===== config.mk =====
export PLATFORM = sky130hd
export DESIGN_NAME = uart_tx_serializer
export DESIGN_NICKNAME = d
export VERILOG_FILES = /design/src/rtl/uart_tx_serializer.sv
export SDC_FILE = /design/constraint.sdc
export NUM_CORES = 1
export LEC_CHECK = 0
export BUFFER_PORTS_ARGS = -buffer_cell sky130_fd_sc_hd__buf_4
export CAP_MARGIN = 20
export CELL_PAD_IN_SITES_DETAIL_PLACEMENT = 1
export CELL_PAD_IN_SITES_GLOBAL_PLACEMENT = 1
export CORE_MARGIN = 10
export CORE_UTILIZATION = 36
export CTS_BUF_LIST = sky130_fd_sc_hd__clkbuf_4 sky130_fd_sc_hd__clkbuf_8 sky130_fd_sc_hd__clkbuf_16
export DETAILED_ROUTE_END_ITERATION = 10
export PLACE_DENSITY = 0.77
export SYNTH_ARGS = -nofsm -noshare
export SYNTH_HDL_FRONTEND = slang
export SYNTH_SLANG_ARGS = --single-unit

===== constraint.sdc =====
create_clock -name iClk -period 1.65 [get_ports iClk]
set_input_delay 0.2475 -clock iClk [delete_from_list [all_inputs] [get_ports iClk]]
set_output_delay 0.2475 -clock iClk [all_outputs]
set_load 0.02 [all_outputs]

===== src/rtl/uart_tx_serializer.sv =====
// UART transmit serializer: start bit, LSB-first data, optional parity, stop bit(s), one bit per baud tick.
// Define UART_TX_PARITY_EN to include the parity bit (polarity set by PARITY_ODD).
module uart_tx_serializer #(
    parameter int DATA_BITS  = 8,
    parameter int STOP_BITS  = 1,
    parameter int PARITY_ODD = 0
) (
    input  logic                 iClk,
    input  logic                 iRst,
    input  logic                 iBaud_tick,
    input  logic [DATA_BITS-1:0] iData,
    input  logic                 iValid,
    output logic                 oReady,
    output logic                 oTx,
    output logic                 oBusy,
    output logic                 oDone
);

    // state  | meaning
    // IDLE   | line high, ready for a byte
    // SYNC   | byte latched, waiting for the next tick to open the start bit
    // START  | start bit on the line
    // DATA   | data bits, LSB first
    // PARITY | parity bit (only with UART_TX_PARITY_EN)
    // STOP   | stop bit(s); frame ends on the last stop tick
`ifdef UART_TX_PARITY_EN
    typedef enum logic [2:0] {IDLE, SYNC, START, DATA, PARITY, STOP} state_t;
`else
    typedef enum logic [2:0] {IDLE, SYNC, START, DATA, STOP} state_t;
`endif

    localparam logic [2:0] LAST_BIT  = 3'(DATA_BITS - 1);
    localparam logic       LAST_STOP = 1'(STOP_BITS - 1);

    state_t               state;
    logic [DATA_BITS-1:0] shreg;
    logic [2:0]           bitcnt;
    logic                 stopcnt;
`ifdef UART_TX_PARITY_EN
    logic                 parity_bit;
`endif

    always_ff @(posedge iClk) begin
        if (iRst) begin
            state   <= IDLE;
            shreg   <= '0;
            bitcnt  <= '0;
            stopcnt <= 1'b0;
            oTx     <= 1'b1;
            oReady  <= 1'b1;
            oBusy   <= 1'b0;
            oDone   <= 1'b0;
`ifdef UART_TX_PARITY_EN
            parity_bit <= 1'b0;
`endif
        end else begin
            oDone <= 1'b0;
            case (state)
                IDLE: begin
                    oTx <= 1'b1;
                    if (iValid && oReady) begin
                        shreg  <= iData;
                        bitcnt <= '0;
                        oReady <= 1'b0;
                        oBusy  <= 1'b1;
`ifdef UART_TX_PARITY_EN
                        parity_bit <= (^iData) ^ (PARITY_ODD != 0);
`endif
                        state  <= SYNC;
                    end
                end
                SYNC: begin
                    if (iBaud_tick) begin
                        oTx   <= 1'b0;
                        state <= START;
                    end
                end
                START: begin
                    if (iBaud_tick) begin
                        oTx   <= shreg[0];
                        shreg <= shreg >> 1;
                        state <= DATA;
                    end
                end
                DATA: begin
                    if (iBaud_tick) begin
                        if (bitcnt == LAST_BIT) begin
`ifdef UART_TX_PARITY_EN
                            oTx   <= parity_bit;
                            state <= PARITY;
`else
                            oTx     <= 1'b1;
                            stopcnt <= 1'b0;
                            state   <= STOP;
`endif
                        end else begin
                            bitcnt <= bitcnt + 3'd1;
                            oTx    <= shreg[0];
                            shreg  <= shreg >> 1;
                        end
                    end
                end
`ifdef UART_TX_PARITY_EN
                PARITY: begin
                    if (iBaud_tick) begin
                        oTx     <= 1'b1;
                        stopcnt <= 1'b0;
                        state   <= STOP;
                    end
                end
`endif
                STOP: begin
                    oTx <= 1'b1;
                    if (iBaud_tick) begin
                        if (stopcnt == LAST_STOP) begin
                            stopcnt <= 1'b0;
                            oDone   <= 1'b1;
                            oBusy   <= 1'b0;
                            oReady  <= 1'b1;
                            state   <= IDLE;
                        end else begin
                            stopcnt <= stopcnt + 1'b1;
                        end
                    end
                end
                default: begin
                    oTx    <= 1'b1;
                    oReady <= 1'b1;
                    oBusy  <= 1'b0;
                    state  <= IDLE;
                end
            endcase
        end
    end

endmodule


# Word level (Yosys, flattened, before mapping)
# Cells that the tools add are included.
# totals
inputBits,12
output_inout_bits,4
elab_cells,75
regBits,19
# op_classes
eq_ne,13
addsub,2
bitwise_logic,3
n_reduce_logical,13
mux,36
# ops
cell,count
2-to-1 mux 8 bit,4
2-to-1 mux 3 bit,10
case mux 8 bit (3 select lines),1
!= test 2 bit (second input constant),8
2-to-1 mux 1 bit,15
case mux 3 bit (5 select lines),1
AND reduction 4 bit,3
case mux 1 bit (3 select lines),3
AND reduction 7 bit,1
== test 3 x 2 -> 1 bit (second input constant),2
== test 3 bit (second input constant),2
case mux 3 bit (2 select lines),1
OR reduction 3 bit,2
AND reduction 5 bit,1
nonzero test 2 bit,2
adder 3 x 1 -> 3 bit (second input constant),1
== test 3 x 1 -> 1 bit (second input constant),1
zero test 3 bit,1
NOT 1 bit,3
AND reduction 3 bit,1
nonzero test 3 bit,1
case mux 1 bit (2 select lines),1
adder 1 bit (second input constant),1
logical AND 1 bit,1

# Logic depth before layout (Yosys ltp)
# Gate-level depths: netlist of run 1.
# depth
ltp_word,4
depth_mapped,8
mapped_depth_nobuf,6

# Least setup slack after synthesis of run 1
# Ideal clock, no wire load.
# synth_path
path_type,reg-to-reg
start,register bitcnt[0]
end,register shreg[4]
setup_time_ns,0.079
path_buffers,2
t_required_ns,1.571
path_stages_with_launch,9
t_arrival_ns,1.582
period_less_slack_ns,1.661
path_slack_ns,-0.011
path_cell_list,dfxtp_1 ha_1 ha_1 buf_6 a31o_2 a21oi_4 buf_6 nor2_1 a211oi_2
# synth_via
elab_chain_len,3
# synth_lines
item,line,rtl
start: declaration,37,logic [2:0] bitcnt;
start signal: assignment,97,bitcnt <= bitcnt + 3'd1;
== test 3 bit,87,if (bitcnt == LAST_BIT) begin
!= test 2 bit (no source line),-,
AND reduction 5 bit (no source line),-,
end signal: assignment,62,shreg <= iData;
end signal: assignment,81,shreg <= shreg >> 1;
end signal: assignment,99,shreg <= shreg >> 1;
end: declaration,36,logic [DATA_BITS-1:0] shreg;
# Every way passes these cells.
# A chain may end at the register's enable or synchronous reset.

# Worst setup path in the final report of run 1
# layout_path
start,register bitcnt[1]
end,register shreg[5]
# Same word-level chain as after synthesis.

==> results summary, run 1 <==
The run finished with clean final reports. The placeable core region is 2450 um2. The synthesized design spends more area on one cell type than any other, namely sky130_fd_sc_hd__dfxtp_1. The most instantiated library cell after synthesis is sky130_fd_sc_hd__dfxtp_1.

The share of flip-flops with an asynchronous set or reset after synthesis came out at 0. STA classifies the critical path endpoint as a flop. The critical path in this run is classified as flop to flop. CTS built an H-tree with a depth of 1. The worst-case setup slack after placement is 0.00968 ns. Counting the buffers created by CTS gives 3. The fraction of the core area covered by cells at the end of the flow is 0.480. The power per unit of standard cell area came out at 904 nW/um2.

The last weighted congestion value of the routability-driven placer is 0.690. For this design, the CTS-stage hold fixing added 0 buffers. The startpoint identified for the worst hold timing path is iData[7].

The share of final-layout standard cells stronger than drive strength 1 came out at 0.319. The area added between synthesis and finish is 29.4%. In this run the vertical extent of the chip is between 70 and 80 um. The initial antenna violation count is 0. The number of buffers on the longest clock path came out at 2. After clock tree synthesis, the clock-pin slew on the worst setup and hold paths is 0.11 ns. The critical path data required time came out at ~1.9 ns. The number of enable-type register cells in the synthesized netlist came out at 0. The count of nets left with antenna violations once routing finished came out at 0.

The later-pin clock latency in the skew report came out at 0.30 ns. CTS placed an instance of sky130_fd_sc_hd__clkbuf_4 at the clock tree root. The combinational fraction of design power is 0.250. The worst register-to-register path ends at shreg[5]. The origin of the critical flop-to-flop path is bitcnt[1]. The commonest register cell after synthesis is sky130_fd_sc_hd__dfxtp_1.

Of the total power, the share spent switching nets is 0.297. The number of clock sinks seen by CTS came out at 18. The internal portion of the total power is approximately 0.00075 W. The site row count came out at 18. The worst path needs between 1.5 and 2 ns of the cycle, external delays included.

The distinct cell type count of the synthesized netlist came out at 29. In the post-synthesis netlist, the biggest area contributors are sky130_fd_sc_hd__dfxtp_1 40%, sky130_fd_sc_hd__mux2i_1 7.7%, sky130_fd_sc_hd__nor2_1 6.2%. The part of the total power dissipated in the clock network is 0.268.

The worst-case IR drop observed on VDD is between 0.4 and 0.5 mV. The post-DP HPWL is 1590 um. Global routing finished with a remaining overflow of 0. Of all nets on the critical path, the largest fanout is 8. During placement, the flow inserted port buffers numbering 15.

Synthesis produced roughly 100 cells. For this run, the total global-route usage over all layers was measured as 0.0932. The number of top-level design ports is 16. Hold timing on the final database bottoms out at a slack of 0.210 ns.

The count of max-cap constraint violations came out at 0. The critical path goes through ha_4 > ha_4 > a31o_4 > a21oi_4 > buf_12 > nor2_1 > a211oi_2. The number of storage elements in the synthesis netlist is 18. At the end of the flow, the number of nets in the layout was approximately 130. The number of hold-slack violations in the final timing report is 0. The routed design has 2310 um of wire. The count of final max-slew check failures is 0. Sorting the synthesized cells by how often they occur yields 18 x sky130_fd_sc_hd__dfxtp_1, 15 x sky130_fd_sc_hd__nor2_1, 8 x sky130_fd_sc_hd__a21oi_1. The number of nets handed over by synthesis was 115. In this run the horizontal extent of the chip is 70.3 um. The worst stage delay on the critical path is ~0.36 ns. The setup slack after layout is 0.0402 ns. The area after detailed placement is 1070 um2. The initial DRC count is 25. A synthesized cell averages 9.02 um2.

The worst hold path passes through 3 cells. The cell leakage power came out at between 0.4 and 0.5 nW. The count of cells along the worst register-to-register path came out at 7. Overall power consumption after layout is estimated at about 0.0011 W.

The clock arrives with 0.00495 ns of skew. The count of inserted antenna diode cells is 0. For this block, the via count after detailed routing is 808. The analysis attributes to net switching a power of between 0.0003 and 0.0004 W. The setup violation total in the final timing report came out at 0. The cell type with the highest occurrence count on the critical path is sky130_fd_sc_hd__ha_4. The tightest min-delay check is of the input pin to flop type.

The initial utilization of the core area, before any placement, comes to 0.371. The first global-routing pass estimated 3940 um of wire. The first-pass iteration count of the detailed router is 4. The via density per instance is 5.42.

The via count of the first global-routing pass came out at 878. The synthesized netlist occupies a cell area of 911 um2. In this run the tightest slew margin relative to its limit is 0.719. The critical path data arrival time is 1.83 ns. The portion of the clock cycle consumed by the worst path in the final layout came out at 0.976. The largest net degree at the start of global routing came out at 18. The share of the synthesized area in the top cell type is 0.396. The register area share after synthesis came out at 0.396.

The capture endpoint of the worst hold path is shreg[7]. TritonCTS built the clock tree. The register share of total power is 0.482. The final routed DRC violation total is 0. The routed wire length per instance came out at 15.5 um. The buffer and inverter count on the worst path came out at 1.

The number of synthesis warnings is 0. The full die area is 4940 um2. The worst-case register-to-register setup slack is 0.04 ns. The worst setup path is launched from a flop. The measured slew at the worst slew-check pin is 0.421 ns. For this design, the slowest cell found on the critical path is sky130_fd_sc_hd__dfxtp_1.

The cell family contributing the most delay on the critical path is compound AO/OA/AOI/OAI gates. The timing-limited maximum frequency is between 600 and 700 MHz. The final cell area excluding filler cells is between 1000 and 1500 um2.
-- sequential cells by signal, indices dropped and copies added (netlist names) --
name,cells
oTx,1
shreg,8
state,3
oReady,1
bitcnt,3
oBusy,1
oDone,1
-- worst max-delay path by stage --
stage / depth (start not counted) / slack (ns) / end / start
2_1_floorplan: 8 / 0.005 / shreg[4] / bitcnt[0]
3_3_place_gp: 7 / 0.11 / shreg[0] / bitcnt[0]
3_5_place_dp: 7 / 0.01 / shreg[6] / bitcnt[0]
4_1_cts: 7 / 0.03 / shreg[5] / bitcnt[0]
5_1_grt: 7 / -0.01 / shreg[6] / bitcnt[1]
6_report: 7 / 0.04 / shreg[5] / bitcnt[1]
-- power groups by stage --
| stage | clock network [W] | registers [W] | logic (W) |
|---|---|---|---|
| 2_1_floorplan | 0 | 0.000512 | 0.000163 |
| 3_3_place_gp | 0 | 0.000519 | 0.000223 |
| 3_5_place_dp | 0 | 0.000522 | 0.000233 |
| 4_1_cts | 0.000289 | 0.000512 | 0.000266 |
| 5_1_grt | 0.000320 | 0.000519 | 0.000296 |
| 6_report | 0.000286 | 0.000513 | 0.000266 |
-- what timing repair did --
action	CTS	global route
cloned	1	0
resized for setup	4	4
endpoints found under the setup margin	3	8
setup buffers	2	0
pin swaps	3	3
hold endpoints to repair	0	0
-- layer usage --
| layer | up-vias | part of all wire | global-route usage |
|---|---|---|---|
| li1 | 401 | - | - |
| met5 | - | 0 | 0 |
| met1 | 391 | 0.46 | 0.108 |
| met2 | 14 | 0.50 | 0.159 |
| met3 | 2 | 0.029 | 0.0282 |
| met4 | 0 | 0.0035 | 0.0285 |
-- placed cells by master (no fill, tap or decap), types with 2 or more instances in the layout --
cell and instances:
sky130_fd_sc_hd__clkbuf_4 3, sky130_fd_sc_hd__nand3_1 6, sky130_fd_sc_hd__a211oi_2 3, sky130_fd_sc_hd__nor2_1 15, sky130_fd_sc_hd__a21oi_1 8, sky130_fd_sc_hd__a211oi_1 4, sky130_fd_sc_hd__nand2b_1 4, sky130_fd_sc_hd__dfxtp_2 2
sky130_fd_sc_hd__o21ai_0 4, sky130_fd_sc_hd__ha_4 2, sky130_fd_sc_hd__buf_4 21, sky130_fd_sc_hd__mux2i_1 7, sky130_fd_sc_hd__o221ai_1 2, sky130_fd_sc_hd__nand2_1 5, sky130_fd_sc_hd__dfxtp_1 16, sky130_fd_sc_hd__nor3_1 2
-- logic make-up after synthesis --
logic type / count (synthesis) / share of synthesized area
flops: 18 / 0.396
mux: 7 / 0.0769
fa+ha+maj: 2 / 0.0275
buf+inv: 9 / 0.0577
simple gates: 38 / 0.224
compound gates: 27 / 0.218
-- through the flow --
stage	TNS, ns	cells
global placement	0	142
finish	0	149
floorplan	0	101
global route	-0.0269	149
CTS	0	149
detailed placement	0	142
-- layout make-up --
class	instances	area (um2)
fillers	299	1280
multi-input cells	74	537
flip-flops and latches	18	363
repair buffers	23	205
well taps	30	37.5
clock buffers	4	36.3
-- worst reg2reg max path, cell delays in order (launching register included) --
cell and delay [ns]:
sky130_fd_sc_hd__dfxtp_1 0.36, sky130_fd_sc_hd__ha_4 0.18, sky130_fd_sc_hd__ha_4 0.16, sky130_fd_sc_hd__a31o_4 0.24, sky130_fd_sc_hd__a21oi_4 0.22, sky130_fd_sc_hd__buf_12 0.16, sky130_fd_sc_hd__nor2_1 0.05, sky130_fd_sc_hd__a211oi_2 0.18
No activity file was read; power rests on OpenSTA's default activity.
==> run 2: changes to the inputs <==
- RECOVER_POWER: default -> 50
==> run 2 against run 1 <==
Compared with the run above:
- worst setup slack improved by 0.0028 ns
- global-route usage is the same
- first-iteration DRC count increased by 24%
- cell count unchanged
- clock-buffer cell count stayed put
- critical path type unchanged
- largest power group unchanged
==> results summary, run 2 (synthesis gave the netlist of run 1 again) <==
The run finished with clean final reports. The routed wire length per instance is 15.4 um. The first-pass iteration count of the detailed router is 4. For this run, design rule violations remaining after detail routing come to 0.

The register share of total power came out at 0.484. IR analysis of the VDD net gives a maximum drop of 0.467 mV. The area after detailed placement is 1070 um2.

The total internal power came out at between 0.0007 and 0.0008 W. The share of final-layout standard cells stronger than drive strength 1 is 0.277. The count of inserted antenna diode cells came out at 0. The tool flagged a number of max-cap violations equal to 0. Summed over all failing endpoints, the final setup total negative slack is 0 ns. The initial core utilization is 0.371. The hold-fix buffer count after cts came out at 0. Of the total power, combinational logic draws 0.246. The setup slack after layout is between 0.04 and 0.05 ns. The number of input and output port buffers inserted is 15. The initial DRC count is 31. For this run, the total global-route usage over all layers was measured as 0.0932. The post-route antenna net violation count is 0. The number of top-level design ports is 16. The area added between synthesis and finish came out at 27.3%. The critical path data arrival time came out at 1.83 ns. Row generation in the floorplan step produced 18 rows. The worst setup path is of the flop to flop kind. The number of buffers on the longest clock path came out at 2. The post-DP HPWL came out at about 1600 um.

In this run the worst hold path is classified as input pin to flop. The root buffer selected by CTS is sky130_fd_sc_hd__clkbuf_4. The endpoint kind of the worst setup timing path is a flop. The number of filler cells placed in the layout is 300. The clock transition time at the flip-flop clock pins of the worst setup and hold paths came out at 0.11 ns. Headroom to the max-slew limit came out at 0.731. CTS built an H-tree with a depth of 1.

The part of the total power dissipated in the clock network came out at 0.270. The cell leakage power is about 0.47 nW. The placeable core region is 2450 um2. For this design, the sink count on the clock tree is 18. For the pin with the worst max-slew slack, the measured transition is 0.403 ns. For this run, the post-layout net count is 134.

The total number of vias is between 800 and 900. For this design the ratio of total power to cell area is 913 nW/um2. Clock latency on the worst-skew pair, taken at its later pin, is 0.30 ns.

The setup violation total in the final timing report is 0. The first-pass GRT wire length came out at 3940 um. TritonCTS built the clock tree.

The chip height came out at about 70 um. The via count of the first global-routing pass is 878. Entering global routing, the biggest net connects 18 pins. The timing-limited maximum frequency is 622 MHz. The library cells used most frequently in the layout, excluding fill and tap cells, are 16 x sky130_fd_sc_hd__dfxtp_1, 16 x sky130_fd_sc_hd__buf_4, 15 x sky130_fd_sc_hd__nor2_1. The via density per instance is 5.40. The final cell area excluding filler cells is roughly 1200 um2. STA classifies the critical path startpoint as a flop. For the finished layout, the period the worst path requires is 1.61 ns.

The reported net switching power is 0.000316 W. At the end of routability-driven placement, the weighted congestion stood at 0.690. The largest registers in the layout are shreg (8), bitcnt (3), state (3).

The routed design has between 2000 and 2500 um of wire. The switching part of the total is 0.299. The number of CTS-inserted buffers came out at 3. Of all nets on the critical path, the largest fanout is 8. The worst-case setup slack after placement is 0.00968 ns. The worst-case clock skew came out at 0.00462 ns. The sum of overflow across all layers after global routing is 0. The number of flip-flops in the largest register came out at 8. The number of hold-slack violations in the final timing report came out at 0. The register with the most flip-flops is shreg. The initial antenna violation count is 0. In the finished design, the share of the clock period the worst path needs comes to 0.974.

The width of the die is ~70 um. The critical path data required time is 1.88 ns. The full die area came out at 4940 um2. The worst slack on hold paths is 0.210 ns. The count of final max-slew check failures came out at 0.
==> run 2: changes by cell type in the layout (fill, tap and decap cells not counted), sizes merged <==
cell | before | now
buf | 23 | 18
clkbuf | 4 | 9
==> run 2: worst paths after layout <==
path | start | to | slack (ns) | cells after the start
max | bitcnt[1] | shreg[5] | 0.04 | 7
min | iData[7] | shreg[7] | 0.21 | 3
max reg2reg | bitcnt[1] | shreg[5] | 0.04 | 7
min reg2reg | shreg[7] | shreg[7] | 0.49 | 2
==> run 2: final cells by class <==
class,instances,area (um2),area share
Clock buffer,4,36.3,0.0313
Multi-Input combinational cell,74,537,0.463
Tap cell,30,37.5,0.0324
Sequential cell,18,363,0.313
Timing Repair Buffer,23,186,0.161
==> run 2: per-layer routing <==
metal	GRT usage	up-vias	part of all wire
li1	-	402	-
met1	0.108	391	0.46
met2	0.159	10	0.51
met3	0.0282	2	0.027
met4	0.0285	0	0.0035
met5	0	-	0
==> run 2: through the flow <==
stage	total power, W	std cells	utilization
final	0.00106	149	0.472
after global routing	0.00113	149	0.472
after CTS	0.00107	149	0.469
after detailed placement	0.000755	142	0.435
after global placement	0.000742	142	0.435
after floorplan	0.000676	101	-
==> run 2: worst max-delay path, stage by stage, from the launching register on <==
cell                       delay (ns)
sky130_fd_sc_hd__dfxtp_1         0.36
sky130_fd_sc_hd__ha_4            0.18
sky130_fd_sc_hd__ha_4            0.15
sky130_fd_sc_hd__a31o_4          0.24
sky130_fd_sc_hd__a21oi_4         0.22
sky130_fd_sc_hd__buf_12          0.16
sky130_fd_sc_hd__nor2_1          0.05
sky130_fd_sc_hd__a211oi_2        0.18
==> run 2: what timing repair did <==
action	CTS	global route
pin swaps	3	3
setup endpoints to repair	3	8
cloned	1	0
setup buffers	2	0
gates resized for setup	4	4
==> run 2: power by group through the flow <==
stage	Combinational [W]	Sequential, W	Clock [W]
6_report	0.000260	0.000513	0.000286
5_1_grt	0.000289	0.000519	0.000320
4_1_cts	0.000266	0.000512	0.000289
3_5_place_dp	0.000233	0.000522	0
3_3_place_gp	0.000223	0.000519	0
2_1_floorplan	0.000163	0.000512	0
